[config.mk]
export PLATFORM = sky130hd
export DESIGN_NAME = mux_scan_serializer_flat
export DESIGN_NICKNAME = d
export VERILOG_FILES = /design/src/rtl/mux_scan_serializer_pkg.sv /design/src/rtl/mux_scan_serializer_if.sv /design/src/rtl/mux_scan_serializer_sel_mux.sv /design/src/rtl/mux_scan_serializer.sv /design/src/flat_wrapper.sv
export SDC_FILE = /design/constraint.sdc
export NUM_CORES = 1
export LEC_CHECK = 0
export CORE_ASPECT_RATIO = 1.1
export CORE_UTILIZATION = 35
export CTS_CLUSTER_SIZE = 28
export DETAILED_ROUTE_END_ITERATION = 8
export GPL_TIMING_DRIVEN = 0
export PLACE_DENSITY_LB_ADDON = 0.1
export SLEW_MARGIN = 20
export SYNTH_ARGS = -nofsm -noshare
export SYNTH_HDL_FRONTEND = slang
export SYNTH_SLANG_ARGS = --single-unit
[constraint.sdc]
create_clock -name clk -period 2.7 [get_ports clk]
set_input_delay 0.27 -clock clk [delete_from_list [all_inputs] [get_ports clk]]
set_output_delay 0.27 -clock clk [all_outputs]
set_load 0.1 [all_outputs]
[src/rtl/mux_scan_serializer_pkg.sv]
// Shared types and sizing for the mux scan serializer.
// PARITY_EN adds the trailing even-parity beat and its FSM state.
package mux_scan_pkg;

    localparam int unsigned WIDTH = 16;
    localparam int unsigned SEL_W = $clog2(WIDTH);
    localparam logic [SEL_W-1:0] SEL_LAST = SEL_W'(WIDTH - 1);

`ifdef PARITY_EN
    typedef enum logic [1:0] {IDLE, SHIFT, PARITY} scan_state_t;
`else
    typedef enum logic [1:0] {IDLE, SHIFT} scan_state_t;
`endif

endpackage

[src/rtl/mux_scan_serializer_if.sv]
// Load and serial-stream handshake bundle for mux_scan_serializer.
interface mux_scan_serializer_if;
    import mux_scan_pkg::*;

    logic             load_valid;
    logic             load_ready;
    logic [WIDTH-1:0] load_data;
    logic [WIDTH-1:0] din_q;
    logic [SEL_W-1:0] s;
    logic             ser_out;
    logic             ser_valid;
    logic             ser_last;
    logic             ser_ready;

    modport master (
        output load_valid, load_data, ser_ready,
        input  load_ready, din_q, s, ser_out, ser_valid, ser_last
    );

    modport slave (
        input  load_valid, load_data, ser_ready,
        output load_ready, din_q, s, ser_out, ser_valid, ser_last
    );

endinterface

[src/rtl/mux_scan_serializer_sel_mux.sv]
// 16:1 bit-select mux, same structure as the downstream mux stage.
module scan_sel_mux
    import mux_scan_pkg::*;
(
    input  logic [WIDTH-1:0] i_data,
    input  logic [SEL_W-1:0] i_sel,
    output logic             o_bit
);

    assign o_bit = i_data[i_sel];

endmodule

[src/rtl/mux_scan_serializer.sv]
// Parallel-to-serial driver: holds a word on din_q and steps s 0..15 (LSB first).
// Optional PARITY_EN appends an even-parity beat that carries ser_last.
module mux_scan_serializer
    import mux_scan_pkg::*;
(
    input  logic                  clk,
    input  logic                  rst,
    mux_scan_serializer_if.slave  bus
);

    scan_state_t      r_state;
    scan_state_t      w_state_next;
    logic [WIDTH-1:0] r_din;
    logic [SEL_W-1:0] r_sel;
    logic             w_mux_bit;
    logic             w_load;
    logic             w_step;
    logic             w_final;

    scan_sel_mux u_sel_mux (
        .i_data (r_din),
        .i_sel  (r_sel),
        .o_bit  (w_mux_bit)
    );

    assign w_load  = (r_state == IDLE) && bus.load_valid;
    assign w_final = (r_state == SHIFT) && bus.ser_ready && (r_sel == SEL_LAST);
    assign w_step  = (r_state == SHIFT) && bus.ser_ready && (r_sel != SEL_LAST);

    always_ff @(posedge clk or posedge rst) begin
        if (rst) begin
            r_state <= IDLE;
        end else begin
            r_state <= w_state_next;
        end
    end

    // s holds at 15 after the last data beat; it is only cleared by a load.
    always_ff @(posedge clk or posedge rst) begin
        if (rst) begin
            r_din <= '0;
            r_sel <= '0;
        end else if (w_load) begin
            r_din <= bus.load_data;
            r_sel <= '0;
        end else if (w_step) begin
            r_sel <= r_sel + 1'b1;
        end
    end

    always_comb begin
        w_state_next = r_state;
        case (r_state)
            IDLE:   if (bus.load_valid) w_state_next = SHIFT;
`ifdef PARITY_EN
            SHIFT:  if (w_final) w_state_next = PARITY;
            PARITY: if (bus.ser_ready) w_state_next = IDLE;
`else
            SHIFT:  if (w_final) w_state_next = IDLE;
`endif
            default: w_state_next = IDLE;
        endcase
    end

    always_comb begin
        bus.load_ready = 1'b0;
        bus.ser_valid  = 1'b0;
        bus.ser_out    = 1'b0;
        bus.ser_last   = 1'b0;
        case (r_state)
            IDLE: bus.load_ready = 1'b1;
            SHIFT: begin
                bus.ser_valid = 1'b1;
                bus.ser_out   = w_mux_bit;
`ifndef PARITY_EN
                bus.ser_last  = (r_sel == SEL_LAST);
`endif
            end
`ifdef PARITY_EN
            PARITY: begin
                bus.ser_valid = 1'b1;
                bus.ser_out   = ^r_din;
                bus.ser_last  = 1'b1;
            end
`endif
            default: ;
        endcase
    end

    assign bus.din_q = r_din;
    assign bus.s     = r_sel;

endmodule

[src/flat_wrapper.sv]
// flat-port wrapper written by rule: the top's interface ports become plain ports
module mux_scan_serializer_flat import mux_scan_pkg::*;
  (clk, rst, bus_load_valid, bus_load_data, bus_ser_ready, bus_load_ready, bus_din_q, bus_s, bus_ser_out, bus_ser_valid, bus_ser_last);
  mux_scan_serializer_if bus_i ();
  input  logic clk;
  input  logic rst;
  input wire logic [$bits(bus_i.load_valid)-1:0] bus_load_valid;
  input wire logic [$bits(bus_i.load_data)-1:0] bus_load_data;
  input wire logic [$bits(bus_i.ser_ready)-1:0] bus_ser_ready;
  output wire logic [$bits(bus_i.load_ready)-1:0] bus_load_ready;
  output wire logic [$bits(bus_i.din_q)-1:0] bus_din_q;
  output wire logic [$bits(bus_i.s)-1:0] bus_s;
  output wire logic [$bits(bus_i.ser_out)-1:0] bus_ser_out;
  output wire logic [$bits(bus_i.ser_valid)-1:0] bus_ser_valid;
  output wire logic [$bits(bus_i.ser_last)-1:0] bus_ser_last;
  assign bus_i.load_valid = bus_load_valid;
  assign bus_i.load_data = bus_load_data;
  assign bus_i.ser_ready = bus_ser_ready;
  assign bus_load_ready = bus_i.load_ready;
  assign bus_din_q = bus_i.din_q;
  assign bus_s = bus_i.s;
  assign bus_ser_out = bus_i.ser_out;
  assign bus_ser_valid = bus_i.ser_valid;
  assign bus_ser_last = bus_i.ser_last;
  mux_scan_serializer u_core (.clk(clk), .rst(rst), .bus(bus_i));
endmodule
== After elaboration in Yosys (flattened, before gate mapping) ==
Cells that the tools add are included.
Operators by class
  magnitude comparators: 1
  divide/modulo/power cells: 0
  reduce and logical (&&, ||, !) cells: 7
  muxes and demuxes: 11
  equal/unequal tests: 5
  bitwise gates (word level): 0
  $add $sub $neg: 1
  shift operators: 0
  multipliers: 0
Operators with widths (count)
  $mux 4: 2
  $lt 4x5->1 const B: 1
  $mux 1: 5
  $add 4x1->4 const B: 1
  $bmux 1 s4: 1
  $eq 4x4->1 const B: 1
  $logic_and 1x1->1: 4
  $mux 2: 2
  $ne 4x4->1 const B: 1
  $pmux 2 s2: 1
  $eq 2x1->1 const B: 1
  $logic_not 2->1: 1
  $ne 2x1->1 const B: 1
  $ne 2x2->1 const B: 1
  $reduce_and 2->1: 1
  $reduce_bool 2->1: 1
Storage, ports and cells
  RAM bits: 0
  ROM bits: 0
  word-level logic and storage cells: 28
  register bits: 22
  bits in latches: 0
  input bits: 20
  memories kept: 0

== Logic depth before layout (Yosys ltp) ==
  depth after elaboration: 5
  depth in mapped cells: 5
  mapped depth without buffers: 5

== By module ==
A second synthesis with hierarchy kept.
Second synthesis, totals
  cell total of the unflattened synthesis: 77
  area total of the unflattened synthesis: 1067.3 µm²
Modules (own cells, without submodules)
  mux_scan_serializer: cells each 70, seq. area each 525.5 µm², times used 1, area each 932.1 µm²
  scan_sel_mux: cells each 7, seq. area each 0.0 µm², times used 1, area each 135.1 µm²

== Worst setup path after synthesis ==
OpenSTA, ideal clock, no wires.
  path kind: register to output
  from: register u_core.r_state[0]
  to: output bus_ser_last
  path buffers: 0
  cell stages (with the launch flop): 3
  arrival time: 3.170 ns
  slack: -0.740 ns
  cell sequence: dfrtp_1 inv_1 nor2_1
On the way
  cells in the longest elaborated chain, start to end: 2
RTL lines
  start, declared: RTL line mux_scan_serializer.sv:11  | scan_state_t r_state;
  start signal, assigned: RTL line mux_scan_serializer.sv:34  | r_state <= w_state_next;
  $eq 2x1->1: RTL line mux_scan_serializer.sv:70  | case (r_state)
  $mux 1: RTL line mux_scan_serializer.sv:70
  end, declared: RTL line flat_wrapper.sv:15  | output wire logic [$bits(bus_i.ser_last)-1:0] bus_ser_last;
Every way passes these cells.

== Final worst setup path ==
  from: register u_core.r_sel[0] (netlist: u_core.bus.s[0])
  to: output bus_ser_last
On the way
  cells in the longest elaborated chain, start to end: 2
RTL lines
  start, declared: RTL line mux_scan_serializer.sv:14  | logic [SEL_W-1:0] r_sel;
  start signal, assigned: RTL line mux_scan_serializer.sv:47  | r_sel <= r_sel + 1'b1;
  $eq 4x4->1: RTL line mux_scan_serializer.sv:76  | bus.ser_last = (r_sel == SEL_LAST);
  $mux 1: RTL line mux_scan_serializer.sv:70
Every way passes these cells.

==> impl_summary.md <==
Outcome
The flow ran to the end, and the final reports show no timing, DRC or antenna violations.

Die
The die is ~54 um wide. The area of the die is roughly 0.0032 mm^2. The number of placed I/O pins is 44. Once the floorplan was initialized, standard cells occupied between 30 and 40% of the core. The chip height is 58.9 um. The number of rows in the core area is 20. The core region is 0.00278 mm^2.

Timing
Setup repair after global routing left no endpoint under its margin. The part of the cycle the worst path needs is 92.9%. The relative max-transition margin is 34.4%.

The number of pins with negative max-slew slack in the final report is 0. The achievable clock frequency is 399 MHz. Final hold analysis gives a worst-case slack of 0.400 ns. On the final layout, the worst clock skew is 0.00706 ns. The final critical delay including setup and external delays is 2.51 ns. The hold violation count in the final report is 0. The slew at the pin with the worst max-slew slack is 0.981 ns.

Setup violations remaining at the end of the flow were counted as 0.

Global route
The number of global-route vias before repair is 793. The number of antenna violations at the first check in global routing was 0. The total congestion overflow after global routing is 0.

The largest net degree at the start of global routing is 22. The first global-routing pass estimated 3540 um of wire. Global routing used 15.8% of the available tracks.

Synth
The yosys synthesis warning count is 0. The number of nets in the synthesized netlist is 103. The post-synthesis instance total is 82.

Of the synthesized area, sequential elements account for 51.1%. Yosys mapped the design onto 27 distinct sky130hd cell types. Counting flops and latches in the post-synthesis netlist gives 21. In this run the cell area of the synthesized design comes to roughly 0.0010 mm^2. The mean instance size in the synthesized netlist is approximately 13 um^2.

Detailed routing
After detailed routing, the average wire length per cell comes to between 10 and 15 um. The iteration count of the initial detailed-routing pass is 4. In the routed design, unresolved DRC markers number 0.

After detailed routing, the number of vias per cell comes to 4.86. In this run, the number of DRC markers left after iteration 0 of detailed routing was 7. Once detail routing completed, the nets flagged for antenna violations numbered 0. The overall routed net length is 2060 um. Detailed routing inserted a total of 787 vias.

Clock network
TritonCTS built the clock tree. The clock-pin transition on the worst setup and hold timing paths is 0.12 ns. The buffer count from post-CTS setup fixing is 0.

The H-tree depth reported by CTS is 1. The total CTS buffers is 3. The root buffer cell chosen for the clock tree is sky130_fd_sc_hd__clkbuf_4. The later-pin clock latency in the skew report is ~0.30 ns.

The count of clock tree sinks is 21. The number of buffers between clock root and the deepest sink is 2.

Placed design
The final weighted congestion in routability-driven placement is between 0.7 and 0.8. The wire-length estimate of the detail-placed layout is approximately 1500 um. The total placed cells including tap cells is 158. The count of input and output buffers is 43. The placed instance area is approximately 0.0015 mm^2.

Job
The max-cap violation count is 0.

Final layout
Relative to the synthesized area, the layout overhead comes to 48.8%. In the layout the commonest cells are sky130_fd_sc_hd__clkdlybuf4s50_1 (42), sky130_fd_sc_hd__dfrtp_1 (21), sky130_fd_sc_hd__mux2_1 (17). Counting the fill cells in the layout gives around 250.

Cells fill a little under three fifths of the core in the end. The final cell count without fillers is about 160. 0 antenna diodes ended up in the layout. After the last flow step, the layout net total stands at 151. The leading cell type in the layout, fill and taps excluded is sky130_fd_sc_hd__clkdlybuf4s50_1. The finished cells cover 0.00153 mm^2. Of the cells placed in the final design, the portion with a size suffix greater than 1 is 9.30%.

Setup path
The category of the critical setup timing path is reg2out. The nature of the critical path endpoint is an output port. The launch instance of the worst register-to-register path is u_core.bus.s[0]. STA classifies the critical path startpoint as a flip-flop. The largest fanout on the critical path is 3. The start point of the critical path is u_core.bus.s[0].

The arrival time reported for the critical path endpoint is 2.24 ns. The required arrival time at the worst endpoint is 2.43 ns.

Hold path
The class of the tightest hold or removal check is in2async.
## critical path, stage by stage, from the launching register on
cell                              delay [ns]
sky130_fd_sc_hd__dfrtp_1                0.40
sky130_fd_sc_hd__ha_1                   0.20
sky130_fd_sc_hd__nand3_1                0.12
sky130_fd_sc_hd__nor2_2                 0.09
sky130_fd_sc_hd__clkdlybuf4s50_1        1.13
## kinds of logic after synthesis
logic type               after synthesis  synth area share (%)
multiplexers                          23                  27.6
AO/OA/AOI/OAI                          7                  4.99
adder cells (fa/ha/maj)                1                  1.22
flip-flops                            21                  51.1
AND/OR/NAND/NOR                       19                  9.00
buffers and inverters                  9                  4.38
XOR/XNOR                               2                  1.70
## final timing paths
path / endpoint / depth (start not counted) / slack [ns]
max: bus_ser_last / 4 / 0.19
min: u_core.bus.din_q[3] / 2 / 0.40
max reg2reg: u_core.bus.s[1] / 5 / 1.30
min reg2reg: u_core.bus.din_q[14] / 1 / 0.52
max in group asynchronous: u_core.bus.s[1] / 2 / 1.81
min in group clk: u_core.bus.din_q[14] / 1 / 0.52
## per-layer routing
metal,GRT usage (%),share of wire [%],up-vias
met4,7.89,0.78,0
met1,19.5,46,373
met5,0,0,-
li1,-,-,386
met2,25.0,47,26
met3,4.13,5.7,2
## flip-flops by register name, summed over array words and instances, names as in the netlist
register and cells:
u_core.r_state 1, u_core.bus.s 4, u_core.bus.din_q 16
## Yosys cell counts (all sizes together)
cell type	instances	area, um^2
nor3	1	5.00
nand3	3	15.0
dfrtp	21	526
a21o	1	7.51
a21oi	1	5.00
clkbuf	1	3.75
nand4	1	6.26
o21ai	1	5.00
nand2	3	11.3
nand2b	1	6.26
o211ai	1	12.5
nor2b	2	12.5
buf	4	26.3
xnor2	2	17.5
nor3b	1	7.51
mux2i	4	40.0
nor2	6	22.5
ha	1	12.5
mux4	2	52.6
or3	1	6.26
mux2	17	191
a22oi	1	7.51
o22ai	1	6.26
inv	4	15.0
a211oi	1	7.51
## per-stage QoR
step                      setup TNS, ns  setup WS, ns
after floorplan                  -0.286        -0.286
after global placement                0        0.0690
after detailed placement              0        0.0406
after CTS                             0        0.0297
after global routing                  0        0.0501
final                                 0         0.192
## what timing repair did
action,in CTS,in global routing
hold buffers,0,0
gates resized for setup,1,2
setup endpoints to repair,1,1
pin swaps,0,0
## area by class of cell
cell class / instances / area, um^2 / share of cell area [%]
Clock buffer: 4 / 26.3 / 1.72
Tap cell: 33 / 41.3 / 2.70
Inverter: 4 / 15.0 / 0.981
Sequential cell: 21 / 526 / 34.3
Timing Repair Buffer: 43 / 425 / 27.8
Multi-Input combinational cell: 52 / 467 / 30.5
Buffer: 5 / 30.0 / 1.96
Power is not shown: default switching activity piles up to over one toggle a cycle in this logic, so the estimate is an artifact.
